`src/rtl/mem_store_buf_pkg.sv`:
```
// Shared constants and types for the committed-store buffer and its
// store formatter.
package mem_store_buf_pkg;

   localparam logic        RSTN_ENABLE = 1'b0;
   localparam logic        TRUE_V      = 1'b1;
   localparam logic        FALSE_V     = 1'b0;
   localparam logic [31:0] ZERO_32     = 32'h0000_0000;

   localparam logic [1:0]  SIZE_BYTE   = 2'd0;
   localparam logic [1:0]  SIZE_HALF   = 2'd1;
   localparam logic [1:0]  SIZE_WORD   = 2'd2;

   localparam int          STRB_W      = 4;

   typedef enum logic [1:0] {
      ST_IDLE,
      ST_REQ,
      ST_WAIT
   } drainState_t;

   typedef struct packed {
      logic [31:0]       addr;
      logic [STRB_W-1:0] wstrb;
      logic [31:0]       wdata;
      logic [1:0]        size;
   } storeEntry_t;

endpackage

```
`src/rtl/mem_store_buf_store_fmt.sv`:
```
// Turns a right-aligned store into byte strobes plus lane-replicated data.
// Shared with the uncached store path.
module mem_store_buf_store_fmt
   import mem_store_buf_pkg::*;
(
   input  logic [1:0]        addr_i,
   input  logic [1:0]        size_i,
   input  logic [31:0]       wdata_i,
   output logic [STRB_W-1:0] wstrb_o,
   output logic [31:0]       wdataRep_o
);

   // Reserved size 3 falls through to the word encoding.
   always_comb begin
      wstrb_o    = '0;
      wdataRep_o = ZERO_32;
      case (size_i)
         SIZE_BYTE: begin
            wstrb_o    = 4'b0001 << addr_i;
            wdataRep_o = {4{wdata_i[7:0]}};
         end
         SIZE_HALF: begin
            wstrb_o    = addr_i[1] ? 4'b1100 : 4'b0011;
            wdataRep_o = {2{wdata_i[15:0]}};
         end
         SIZE_WORD: begin
            wstrb_o    = 4'b1111;
            wdataRep_o = wdata_i;
         end
         default: begin
            wstrb_o    = 4'b1111;
            wdataRep_o = wdata_i;
         end
      endcase
   end

endmodule

```
`src/rtl/mem_store_buf.sv`:
```
// Committed-store FIFO that drains one write at a time over an addr_ok/data_ok
// bus and flags loads that alias a still-pending store.
module mem_store_buf
   import mem_store_buf_pkg::*;
#(
   parameter int DEPTH = 4,
   parameter int PTR_W = 2
) (
   input  logic        clk,
   input  logic        resetn,
   input  logic        st_valid,
   input  logic [31:0] st_addr,
   input  logic [31:0] st_wdata,
   input  logic [1:0]  st_size,
   output logic        st_ready,
   output logic        buf_stall,
   input  logic [31:0] ld_addr,
   output logic        ld_hit,
   output logic        buf_empty,
   output logic        data_req,
   output logic        data_wr,
   output logic [1:0]  data_size,
   output logic [31:0] data_addr,
   output logic [3:0]  data_wstrb,
   output logic [31:0] data_wdata,
   input  logic        data_addr_ok,
   input  logic        data_data_ok
);

   localparam logic [PTR_W:0] FULL_COUNT = (PTR_W+1)'(DEPTH);
   localparam logic [PTR_W:0] ONE_COUNT  = (PTR_W+1)'(1);

   storeEntry_t       entry_q [DEPTH];
   storeEntry_t       head;
   logic [PTR_W-1:0]  wrPtr_q, wrPtr_d;
   logic [PTR_W-1:0]  rdPtr_q, rdPtr_d;
   logic [PTR_W:0]    count_q, count_d;
   drainState_t       state_q;
   logic              dataReq_q;
   logic              push, pop;
   logic [STRB_W-1:0] fmtStrb;
   logic [31:0]       fmtData;
   logic [PTR_W-1:0]  slot;
   logic              ldHit;
   logic              unusedLdBits;

   mem_store_buf_store_fmt storeFmt (
      .addr_i     (st_addr[1:0]),
      .size_i     (st_size),
      .wdata_i    (st_wdata),
      .wstrb_o    (fmtStrb),
      .wdataRep_o (fmtData)
   );

   // Readiness uses the pre-edge count, so a pop never frees a slot in the same cycle.
   assign st_ready  = (count_q != FULL_COUNT);
   assign buf_stall = st_valid & ~st_ready;
   assign push      = st_valid & st_ready;
   assign pop       = (state_q == ST_WAIT) & data_data_ok;

   always_comb begin
      wrPtr_d = wrPtr_q;
      rdPtr_d = rdPtr_q;
      count_d = count_q;
      if (push) wrPtr_d = wrPtr_q + 1'b1;
      if (pop)  rdPtr_d = rdPtr_q + 1'b1;
      case ({push, pop})
         2'b10:   count_d = count_q + 1'b1;
         2'b01:   count_d = count_q - 1'b1;
         default: count_d = count_q;
      endcase
   end

   always_ff @(posedge clk) begin
      if (push) begin
         entry_q[wrPtr_q] <= '{addr: st_addr, wstrb: fmtStrb, wdata: fmtData, size: st_size};
      end
   end

   always_ff @(posedge clk) begin
      if (resetn == RSTN_ENABLE) begin
         wrPtr_q   <= '0;
         rdPtr_q   <= '0;
         count_q   <= '0;
         state_q   <= ST_IDLE;
         dataReq_q <= FALSE_V;
      end else begin
         wrPtr_q <= wrPtr_d;
         rdPtr_q <= rdPtr_d;
         count_q <= count_d;
         case (state_q)
            ST_IDLE: begin
               if (count_q != '0) begin
                  state_q   <= ST_REQ;
                  dataReq_q <= TRUE_V;
               end
            end
            ST_REQ: begin
               if (data_addr_ok) begin
                  state_q   <= ST_WAIT;
                  dataReq_q <= FALSE_V;
               end
            end
            ST_WAIT: begin
               if (data_data_ok) begin
                  if (count_q > ONE_COUNT) begin
                     state_q   <= ST_REQ;
                     dataReq_q <= TRUE_V;
                  end else begin
                     state_q   <= ST_IDLE;
                     dataReq_q <= FALSE_V;
                  end
               end
            end
            default: begin
               state_q   <= ST_IDLE;
               dataReq_q <= FALSE_V;
            end
         endcase
      end
   end

   // Only slots between the read pointer and count are live; the head stays live until popped.
   always_comb begin
      ldHit = 1'b0;
      slot  = rdPtr_q;
      for (int k = 0; k < DEPTH; k++) begin
         slot = rdPtr_q + PTR_W'(k);
         if (((PTR_W+1)'(k) < count_q) && (entry_q[slot].addr[31:2] == ld_addr[31:2])) begin
            ldHit = 1'b1;
         end
      end
   end

   assign unusedLdBits = ^ld_addr[1:0];
   assign ld_hit       = ldHit;

   assign head       = entry_q[rdPtr_q];
   assign data_req   = dataReq_q;
   assign data_wr    = TRUE_V;
   assign data_size  = head.size;
   assign data_addr  = head.addr;
   assign data_wstrb = head.wstrb;
   assign data_wdata = head.wdata;
   assign buf_empty  = (count_q == '0) & (state_q == ST_IDLE);

endmodule

```
`config.mk`:
```
export PLATFORM = sky130hd
export DESIGN_NAME = mem_store_buf
export DESIGN_NICKNAME = d
export VERILOG_FILES = /design/src/rtl/mem_store_buf_pkg.sv /design/src/rtl/mem_store_buf_store_fmt.sv /design/src/rtl/mem_store_buf.sv
export SDC_FILE = /design/constraint.sdc
export NUM_CORES = 1
export LEC_CHECK = 0
export CORE_MARGIN = 2
export CORE_UTILIZATION = 41
export CTS_BUF_LIST = sky130_fd_sc_hd__clkbuf_8
export DETAILED_ROUTE_END_ITERATION = 8
export DONT_BUFFER_PORTS = 1
export SYNTH_ARGS = -nofsm -noshare
export SYNTH_HDL_FRONTEND = slang
export SYNTH_SLANG_ARGS = --single-unit
export TNS_END_PERCENT = 1
```
`constraint.sdc`:
```
create_clock -name clk -period 3.1 [get_ports clk]
set_input_delay 0.62 -clock clk [delete_from_list [all_inputs] [get_ports clk]]
set_output_delay 0.62 -clock clk [all_outputs]
set_load 0.02 [all_outputs]
```
==> results of run 1 <==
registers in the layout (all words and copies together) (netlist names), named ones only:
| name | cells |
|---|---|
| wrPtr_q | 2 |
| count_q | 3 |
| state_q | 2 |
| data_req | 1 |
| entry_q | 280 |
| rdPtr_q | 2 |
per-layer routing:
metal	track usage	part of all wire	up-vias
li1	-	-	4265
met1	0.2596	0.38	4846
met2	0.3758	0.49	320
met3	0.08984	0.10	77
met4	0.07912	0.029	2
met5	0	0.00016	-
power groups by stage:
stage	sequential [mW]	clock [mW]	combinational, mW
2_1_floorplan	4.74	0	1.12
3_3_place_gp	4.76	0	1.66
3_5_place_dp	4.77	0	1.67
4_1_cts	4.68	3.31	1.73
5_1_grt	4.71	3.48	1.86
6_report	4.68	3.20	1.74
layout by cell type, fill, tap and decap left out, types with 13 or more instances in the layout:
cell and count:
a21oi_1 22, buf_12 13, buf_4 200, clkbuf_8 52, edfxtp_1 280, inv_1 34
mux2_2 27, mux2i_1 97, mux4_1 13, mux4_2 89, nand2_1 28, nor2_1 23
o21ai_0 25, xnor2_1 46, xor2_1 53
worst max-delay path, cell delays in order, from the launching register on:
cell	delay, ns
dfxtp_4	0.38
buf_12	0.12
buf_8	0.09
mux4_2	0.52
xor2_2	0.20
nor4_2	0.25
buf_4	0.15
nand4_1	0.11
or4_4	0.55
o221ai_4	0.26
buf_6	0.16
timing repair:
item | in CTS | in global routing
buffers inserted | 6 | 1
gates resized for setup | 16 | 26
hold buffers | 0 | 0
hold endpoints to repair | 0 | 0
pin swaps | 1 | 7
setup endpoints to repair | 45 | 35
cell type report:
type                       instances  area [sq um]
clock buffer                      52         715.7
multi-input combinational        580          6304
clock inverter                    38         195.2
inverter                          15         61.31
tap                              468         585.6
fill                            3181         18150
timing repair buffer             219          1844
sequential                       292          8663
worst min-delay path by stage:
stage	startpoint	end	slack, ns
floorplan	state_q[1]$_SDFFE_PN0P_	state_q[1]$_SDFFE_PN0P_	0.56
detailed placement	state_q[1]$_SDFFE_PN0P_	state_q[1]$_SDFFE_PN0P_	0.60
global placement	state_q[1]$_SDFFE_PN0P_	state_q[1]$_SDFFE_PN0P_	0.58
CTS	st_addr[24]	entry_q[0][62]$_DFFE_PP_	0.03
global route	st_addr[21]	entry_q[0][59]$_DFFE_PP_	0.04
finish	st_addr[22]	entry_q[1][60]$_DFFE_PP_	0.07
stage by stage:
step           cell area, sq um  total power [mW]
2_1_floorplan             15180             5.865
3_3_place_gp              17150             6.427
3_5_place_dp              17150             6.443
4_1_cts                   18230             9.720
5_1_grt                   18370             10.04
6_report                  18370             9.622
logic make-up (layout without fill, tap and decap cells):
kind of cell    count (synthesis)  after routing
flops                         292            292
xor+xnor                      100            100
fa+ha+maj                       9              9
other cells                     1              1
mux                           236            236
simple gates                  114            114
buf+inv                        80            324
compound gates                120            120
==> impl_results.md, run 1 <==
- Fmax: between 200 and 250 MHz
- Slew Limit Fails: 0
- RR Startpoint: count_q[0]$_SDFFE_PN0P_
- Residual DRC: 0
- Hold Fails Final Rpt: 0
- Worst setup SP type: flip-flop
- Reg clk slew, reported paths: 0.06 ns
- R2r worst-path depth: 8
- Total Nets Final: between 1k and 1.5k
- Min Hold Slack: 0.07142 ns
- Synth-to-layout area growth: 20.92%
- Critical Path Start: rdPtr_q[0]$_SDFFE_PN0P_
- Via count: approximately 9.5k
- Period utilisation layout: 1.306
- Post-synthesis cell count: between 900 and 1k
- Cell Rows: 70
- Pre-Repair DR Iteration Count: 5
- Synth top area share: 0.5535
- WL final: 42470 um
- Count leader, synth: edfxtp_1
- RSZ-0062 raised after global routing: true
- Post-layout minimum cycle time: 4.047 ns
- Gp weighted congestion: 0.9577
- Ant. Diodes: 0
- FF+latch count, synth: about 290
- CTS Sinks: 292
- Initial antenna violation count: 1
- GR Util All Layers: 0.2236
- P_int: 7.001 mW
- Compound-cell area share of the yosys netlist: 0.05436
- Status: finished with violations
- Hold Path Cell Cnt: 0
- Gr ovfl total: 0
- Synth top cells by count: 280 x edfxtp_1, 107 x mux2i_1, 87 x mux4_2
- Chip height: slightly below 200 um
- Clock network power share: 0.333
- Initial core utilization: 0.4159
- Largest net degree at the start of global routing: 71
- Failing checks: negative setup slack
- Ys Warns: 0
- Core area: roughly 37000 sq um
- Post-Synth Simple-Gate Area: 0.03822
- Die extent in x: ~200 um
- R2r setup slk: ~0.70 ns
- Pre-CTS setup slack: -0.5926 ns
- WP data arrival: between 3 and 4 ns
- Worst R2R End: count_q[2]$_SDFFE_PN0P_
- First-pass GRT wire length: ~64000 um
- Top_reg_cell synth: edfxtp_1
- FFs w/ async S/R, synth: 0
- Critical-path maximum fanout: 3
- CTS tree: yes
- Dpl cells: approximately 1.6k
- Htree depth: 2
- Synthesized area: between 15000 and 20000 sq um
- Setup TNS Final: -0.9473 ns
- Logic pwr share: 0.181
- CTS buffer count: 51
- Net Sw Power: 2.621 mW
- Sequential share of the synthesized area: 0.5693
- Cell taking the most area after synthesis: edfxtp_1
- Vias in the first global route: just over 10k
- Via density per instance: roughly 5.7
- Synth Net Count: between 1k and 1.5k
- Slew HR: 0.5013
- Root buffer cell: clkbuf_8
- WS Path Type: flip-flop to output pin
- Synth Area in Adders: 0.007413
- Distinct cells, synth: 57
- Layout cells sized above 1: 0.3587
- PwrDens: 523.8 nW/um^2
- IR drop worst, VDD: 0.3822 mV
- Final setup violation count: 1
- Skew-Pair Late Insertion Delay: 0.64 ns
- I/O Buffers: 0
- WL/cell: 25.52 um
- Top cells by area, synth: edfxtp_1 55%, mux4_2 13%, mux2i_1 7.1%
- Seq pwr share: 0.487
- Fin cells: 1664
- Die Area: approximately 39000 sq um
- Clock Path Buffers: 3
- Slew @ Worst Pin: between 0.7 and 0.8 ns
- Max cap viols: 0
- Syn Area/Cell: roughly 16 sq um
- CP endpoint kind: output pin
- Final Skew: approximately 0.029 ns
- Leak: around 6 nW
- Drt first-iter violations: between 500 and 600
- Fin util: 0.5029
- Sw Ratio: 0.2724
- Main combinational cell family by area after synthesis: multiplexers
- Post-DP HPWL: approximately 30000 um
- Hold WC Path Type: input pin to flip-flop
- CP Capture Point: ld_hit
- Post-synth EDFFs: 280
- ANT nets after route: 0
- Worst Setup Slack, final: -0.9473 ns
- I/O Pins: between 150 and 200
- Multiplexer share of the synthesized area: 0.2454
- WP data required: approximately 2.5 ns
- Post-synthesis xor/xnor area fraction: 0.05766
No activity file was read; power rests on OpenSTA's default activity.
==> run 2, diff against run 1 <==
CORE_ASPECT_RATIO = 1.25   (was unset)
CTS_BUF_LIST = unset   (was sky130_fd_sc_hd__clkbuf_8)
==> impl_results.md, run 2 (synthesis gave the netlist of run 1 again) <==
- Gr ovfl total: 0 (unchanged)
- FF/Latch Area: 8663 sq um (unchanged)
- Commonest non-fill, non-tap cell in the layout: edfxtp_1
- Clock network power share: 0.345 (+0.012)
- First-pass GRT wire length: 62010 um (-2.6%)
- Ant. Diodes: 0 (unchanged)
- Status: finished with violations
- R2r worst-path depth: 8 (unchanged)
- Most flops, register: entry_q
- Setup TNS Final: -1.022 ns (-0.07506 ns)
- Period utilisation layout: 1.330 (+0.02421)
- Final Skew: 0.01616 ns (-0.01293 ns)
- RSZ-0062 raised after global routing: true
- Worst-path cell chain: buf_4, buf_4, mux4_2, xor2_1, nor4_1, buf_4, nand4_1, or4_4, o221ai_2, buf_4
- GR Util All Layers: 0.2181 (-0.005488)
- I/O Buffers: 0 (unchanged)
- Total Nets Final: 1273 (+0.16%)
- CTS Sinks: 292 (unchanged)
- Pwr Total: 9.833 mW (+2.2%)
- Fmax: 242.6 MHz (-1.8%)
- Gp weighted congestion: 0.9413 (-1.7%)
- Slew Limit Fails: 0 (unchanged)
- Min Hold Slack: 0.1509 ns (+0.07948 ns)
- P_int: 7.341 mW (+4.9%)
- Top Registers: entry_q: 280 flops, count_q: 3 flops
- Logic pwr share: 0.180 (about the same)
- Synth-to-layout area growth: 21.49%
- Slew @ Worst Pin: 0.8045 ns (+0.05916 ns)
- Htree depth: 1 (-1)
- Failing checks: negative setup slack
- Fill count: 3106 (-2.4%)
- Largest net degree at the start of global routing: 41 (-42%)
- Skew-Pair Late Insertion Delay: 0.56 ns (-0.08 ns)
- Number of flip-flops under the largest register name: 280 (unchanged)
- Seq pwr share: 0.475 (-0.012)
- CP endpoint kind: output pin
- Residual DRC: 0 (unchanged)
- Die Area: 38620 sq um (about the same)
- PwrDens: 532.8 nW/um^2 (+1.7%)
- Sw Ratio: 0.2535 (-0.01896)
- Via count: 9427 (-0.87%)
- IR drop worst, VDD: 0.7632 mV (+100%)
- Commonest non-fill, non-tap cells in the layout: 280 x edfxtp_1, 226 x buf_4, 104 x mux2i_1
- Post-layout minimum cycle time: 4.122 ns (+0.07506 ns)
- Vias in the first global route: 9890 (-2.7%)
- Critical Path Max Stage Delay: 0.56 ns (about the same)
- Max cap viols: 0 (unchanged)
- Drt first-iter violations: 536 (+3.1%)
- I/O Pins: 179 (unchanged)
- CTS tree: yes
- Area of the multi-input gates: 6203 sq um (-1.6%)
- Worst path slowest cell: or4_4
- Cell Rows: 78 (+11%)
- Leak: 6.176 nW (about the same)
- Reg clk slew, reported paths: 0.06 ns (about the same)
- Die extent in x: 176.2 um (-10%)
- Clock Path Buffers: 3 (unchanged)
- WP data arrival: 3.50 ns (+0.07 ns)
- Post-DP HPWL: 31370 um (+4.1%)
- Layout cells sized above 1: 0.3587 (about the same)
- Pre-Repair DR Iteration Count: 4 (-1)
- Worst setup SP type: flip-flop
- Fin util: 0.5070 (+0.004031)
- Net Sw Power: 2.492 mW (-4.9%)
- Initial antenna violation count: 0 (-1)
- Critical path depth in cells: 10 (unchanged)
- Critical-path maximum fanout: 5 (+2)
- Worst Path Buf+Inv: 4 (unchanged)
- Initial core utilization: 0.4173 (+0.001372)
- Slew HR: 0.4617 (-0.03959)
- WS Path Type: flip-flop to output pin
- Hold WC Path Type: input pin to flip-flop
- Most frequent CP cell: buf_4
- WP data required: 2.48 ns (about the same)
- WL final: 42130 um (-0.80%)
- Delay-heaviest family, CP: simple AND/OR/NAND/NOR gates
- Core area: 36400 sq um (-0.33%)
- Worst Setup Slack, final: -1.022 ns (-0.07506 ns)
- Hold Path Cell Cnt: 0 (unchanged)
- ANT nets after route: 0 (unchanged)
- Root buffer cell: clkbuf_16
- Via density per instance: 5.672 (-0.75%)
- CTS buffer count: 29 (-43%)
- Hold Fails Final Rpt: 0 (unchanged)
- Final setup violation count: 1 (unchanged)
- WL/cell: 25.35 um (-0.68%)
- Chip height: 219.2 um (+12%)
[run 2: per-layer routing]
metal	part of all wire	vias to the layer above	GRT usage	wire length (um)
li1	-	4270	-	-
met1	0.36	4814	0.2424	15330
met2	0.52	277	0.3961	22000
met3	0.080	66	0.06480	3389
met4	0.033	0	0.07521	1411
met5	0	-	0	0
[run 2: area by class of cell]
type,instances,area share
Timing Repair Buffer,243,0.1091
Sequential cell,292,0.4694
Multi-Input combinational cell,580,0.3361
Clock buffer,35,0.04054
Inverter,15,0.003322
Clock inverter,17,0.008949
Tap cell,480,0.03254
[run 2: through the flow]
| step | cells | worst slack (ns) | cell area [sq um] |
|---|---|---|---|
| 2_1_floorplan | 952 | -0.006758 | 15180 |
| 3_3_place_gp | 1597 | -0.4417 | 17300 |
| 3_5_place_dp | 1597 | -0.5091 | 17300 |
| 4_1_cts | 1653 | -0.9798 | 18320 |
| 5_1_grt | 1662 | -1.095 | 18460 |
| 6_report | 1662 | -1.022 | 18460 |
[run 2: path summary, 6_finish.rpt]
path	startpoint	end	slack [ns]
worst max register to register	count_q[0]$_SDFFE_PN0P_	count_q[2]$_SDFFE_PN0P_	0.74
worst min-delay path	st_addr[8]	entry_q[2][46]$_DFFE_PP_	0.15
worst min register to register	data_req$_SDFFE_PN0P_	data_req$_SDFFE_PN0P_	0.62
worst max-delay path	rdPtr_q[0]$_SDFFE_PN0P_	ld_hit	-1.02
[run 2: repair_timing]
action / 4_1_cts / 5_1_grt
resized for setup: 14 / 12
pin swaps: 3 / 5
hold buffers: 0 / 0
setup endpoints to repair: 28 / 26
buffers inserted: 4 / 9
[run 2: power by group through the flow]
stage	Clock, mW	Sequential [mW]	Combinational, mW
6_report	3.39	4.67	1.77
5_1_grt	3.64	4.69	1.89
4_1_cts	3.48	4.68	1.75
3_5_place_dp	0	4.76	1.71
3_3_place_gp	0	4.75	1.70
2_1_floorplan	0	4.74	1.12
[run 2: worst reg2reg max path: cells and delay by family (launching register included)]
family	cells	cell delay (ns)
adder cells (fa/ha/maj)	2	0.59
AO/OA/AOI/OAI	1	0.15
AND/OR/NAND/NOR	3	0.91
buffers and inverters	2	0.17
flip-flops	1	0.45
==> run 3, diff against run 2 <==
CORE_UTILIZATION = 50   (was 41)
PLACE_DENSITY = 0.68   (was unset)
RECOVER_POWER = 50   (was unset)
==> impl_results.md, run 3 (synthesis gave the netlist of run 1 again) <==
- Critical Path Max Stage Delay: 0.49 ns (-0.07 ns)
- Delay-heaviest family, CP: compound AO/OA/AOI/OAI gates
- CP Capture Point: ld_hit
- Clock network power share: 0.360 (+0.015)
- WL/cell: 26.67 um (+5.2%)
- Net Sw Power: 2.574 mW (+3.3%)
- Largest net degree at the start of global routing: 34 (-17%)
- Skew-Pair Late Insertion Delay: 0.57 ns (about the same)
- Commonest non-fill, non-tap cells in the layout: 280 x edfxtp_1, 171 x buf_4, 98 x mux2i_1
- Gr ovfl total: 0 (unchanged)
- Initial core utilization: 0.5059 (+0.08861)
- Dpl cells: 1472 (-7.8%)
- Synth-to-layout area growth: 19.29%
- Htree depth: 1 (unchanged)
- Hold Fails Final Rpt: 0 (unchanged)
- Worst R2R End: entry_q[0][17]$_DFFE_PP_
- Layout cells sized above 1: 0.3292 (-0.02949)
- Fmax: 255.4 MHz (+5.3%)
- Ant. Diodes: 0 (unchanged)
- Total Nets Final: 1224 (-3.8%)
- CTS buffer count: 30 (+3.4%)
- RR Startpoint: count_q[0]$_SDFFE_PN0P_
- IR drop worst, VDD: 0.4802 mV (-37%)
- GR Util All Layers: 0.2577 (+0.03956)
- Residual DRC: 0 (unchanged)
- Setup TNS Final: -0.8152 ns (+0.2071 ns)
- Number of flip-flops under the largest register name: 280 (unchanged)
- Die Area: 31800 sq um (-18%)
- ANT nets after route: 0 (unchanged)
- CP endpoint kind: output pin
- Sw Ratio: 0.2577 (+0.004238)
- Post-DP HPWL: 30280 um (-3.5%)
- WP data required: 2.48 ns (about the same)
- Worst setup SP type: flip-flop
- Logic pwr share: 0.171 (-0.009)
- I/O Buffers: 0 (unchanged)
- Top Registers: entry_q: 280 flops, count_q: 3 flops
- Core area: 30030 sq um (-18%)
- Failing checks: negative setup slack
- Vias in the first global route: 9784 (-1.1%)
- Most frequent CP cell: buf_4
- Root buffer cell: clkbuf_16
- Period utilisation layout: 1.263 (-0.06682)
- Worst Setup Slack, final: -0.8152 ns (+0.2071 ns)
- Pre-Repair DR Iteration Count: 5 (+1)
- Worst-path cell chain: buf_12, buf_12, mux2i_1, buf_4, a22oi_1, o211ai_1, a2111oi_1, buf_4, o2111ai_1, o22a_1, o221ai_2, buf_4
- PwrDens: 551.1 nW/um^2 (+3.4%)
- Slew HR: 0.3275 (-0.1342)
- Commonest non-fill, non-tap cell in the layout: edfxtp_1
- WS Path Type: flip-flop to output pin
- Cell Rows: 71 (-9.0%)
- Critical Path Start: rdPtr_q[0]$_SDFFE_PN0P_
- First-pass GRT wire length: 60500 um (-2.4%)
- Slew @ Worst Pin: 1.009 ns (+0.2042 ns)
- Critical path depth in cells: 12 (+2)
- Worst path slowest cell: a2111oi_1
- P_int: 7.413 mW (+0.99%)
- Reg clk slew, reported paths: 0.07 ns (about the same)
- Final setup violation count: 1 (unchanged)
- DR WL met3: 3264 um (-3.7%)
- Post-layout minimum cycle time: 3.915 ns (-0.2071 ns)
- Status: finished with violations
- Via density per instance: 6.126 (+8.0%)
- DR WL met2: 21060 um (-4.2%)
- I/O Pins: 179 (unchanged)
- Max cap viols: 0 (unchanged)
- Chip height: 198.9 um (-9.3%)
- R2r setup slk: 0.46 ns (-0.28 ns)
- Seq pwr share: 0.469 (-0.006)
- Via count: 9416 (-0.12%)
- Clock Path Buffers: 3 (unchanged)
- WL final: 40990 um (-2.7%)
- Fin cells: 1537 (-7.5%)
- Most flops, register: entry_q
- RSZ-0062 raised after global routing: true
- Pre-CTS setup slack: -0.3764 ns (+0.1326 ns)
- Drt first-iter violations: 511 (-4.7%)
- Initial antenna violation count: 1 (+1)
- WP data arrival: 3.30 ns (-0.20 ns)
- Slew Limit Fails: 0 (unchanged)
- Die extent in x: 159.9 um (-9.2%)
- Metal-1 WL: 14810 um (-3.4%)
- Critical-path maximum fanout: 15 (+10)
- CTS tree: yes
- Leak: 5.984 nW (-3.1%)
- CTS Sinks: 292 (unchanged)
- DR top layer: met5
- Final Skew: 0.01689 ns (+0.0007264 ns)
- Gp weighted congestion: 0.9565 (+1.6%)
- R2r worst-path depth: 5 (-3)
- Worst Path Buf+Inv: 5 (+1)
- Hold WC Path Type: input pin to flip-flop
-- run 3: area by class of cell --
cell class,instances,area (sq um)
Fill cell,2333,11910
Tap cell,401,501.7
Multi-Input combinational cell,580,6233
Clock inverter,20,196.4
Inverter,15,61.31
Clock buffer,36,794.5
Timing Repair Buffer,193,1670
Sequential cell,292,8663
-- run 3: worst reg2reg max path, cell delays in order, from the launching register on --
cell     delay [ns]
dfxtp_1        0.45
inv_1          0.12
ha_1           0.24
nand2_1        0.26
and3_1         0.88
buf_4          0.40
-- run 3: what timing repair did --
item / 4_1_cts / 5_1_grt
resized for setup: 21 / 22
hold buffers: 0 / 0
pin swaps: 3 / 8
setup endpoints to repair: 25 / 23
setup buffers: 9 / 0
-- run 3: per-stage QoR --
stage            util  instance area (sq um)  power (mW)  hold slack [ns]
3_3_place_gp   0.5628                  16900       6.401           0.5826
5_1_grt        0.6035                  18120       10.32           0.1222
6_report       0.6035                  18120       9.987           0.1444
3_5_place_dp   0.5628                  16900       6.429           0.6076
2_1_floorplan       -                  15180       5.865           0.5560
4_1_cts        0.6012                  18050       10.05           0.1197
-- run 3: power by group through the flow --
| stage | combinational (mW) | sequential (mW) | clock [mW] |
|---|---|---|---|
| 2_1_floorplan | 1.12 | 4.74 | 0 |
| 3_3_place_gp | 1.64 | 4.76 | 0 |
| 3_5_place_dp | 1.65 | 4.78 | 0 |
| 4_1_cts | 1.70 | 4.68 | 3.66 |
| 5_1_grt | 1.82 | 4.71 | 3.79 |
| 6_report | 1.70 | 4.68 | 3.60 |
-- run 3: layer usage --
layer  track usage  up-vias
li1              -     4175
met4        0.1104        2
met3       0.07277       87
met2        0.4598      349
met1        0.2906     4803
met5             0        -
-- run 3: worst min path at each step --
stage / start / to / slack, ns / cells past startpoint
after floorplan: state_q[1]$_SDFFE_PN0P_ / state_q[1]$_SDFFE_PN0P_ / 0.56 / 2
after global placement: state_q[1]$_SDFFE_PN0P_ / state_q[1]$_SDFFE_PN0P_ / 0.58 / 2
after detailed placement: state_q[1]$_SDFFE_PN0P_ / state_q[1]$_SDFFE_PN0P_ / 0.61 / 2
after CTS: st_addr[22] / entry_q[1][60]$_DFFE_PP_ / 0.12 / 0
after global routing: st_addr[22] / entry_q[1][60]$_DFFE_PP_ / 0.12 / 0
final: st_addr[22] / entry_q[1][60]$_DFFE_PP_ / 0.14 / 0
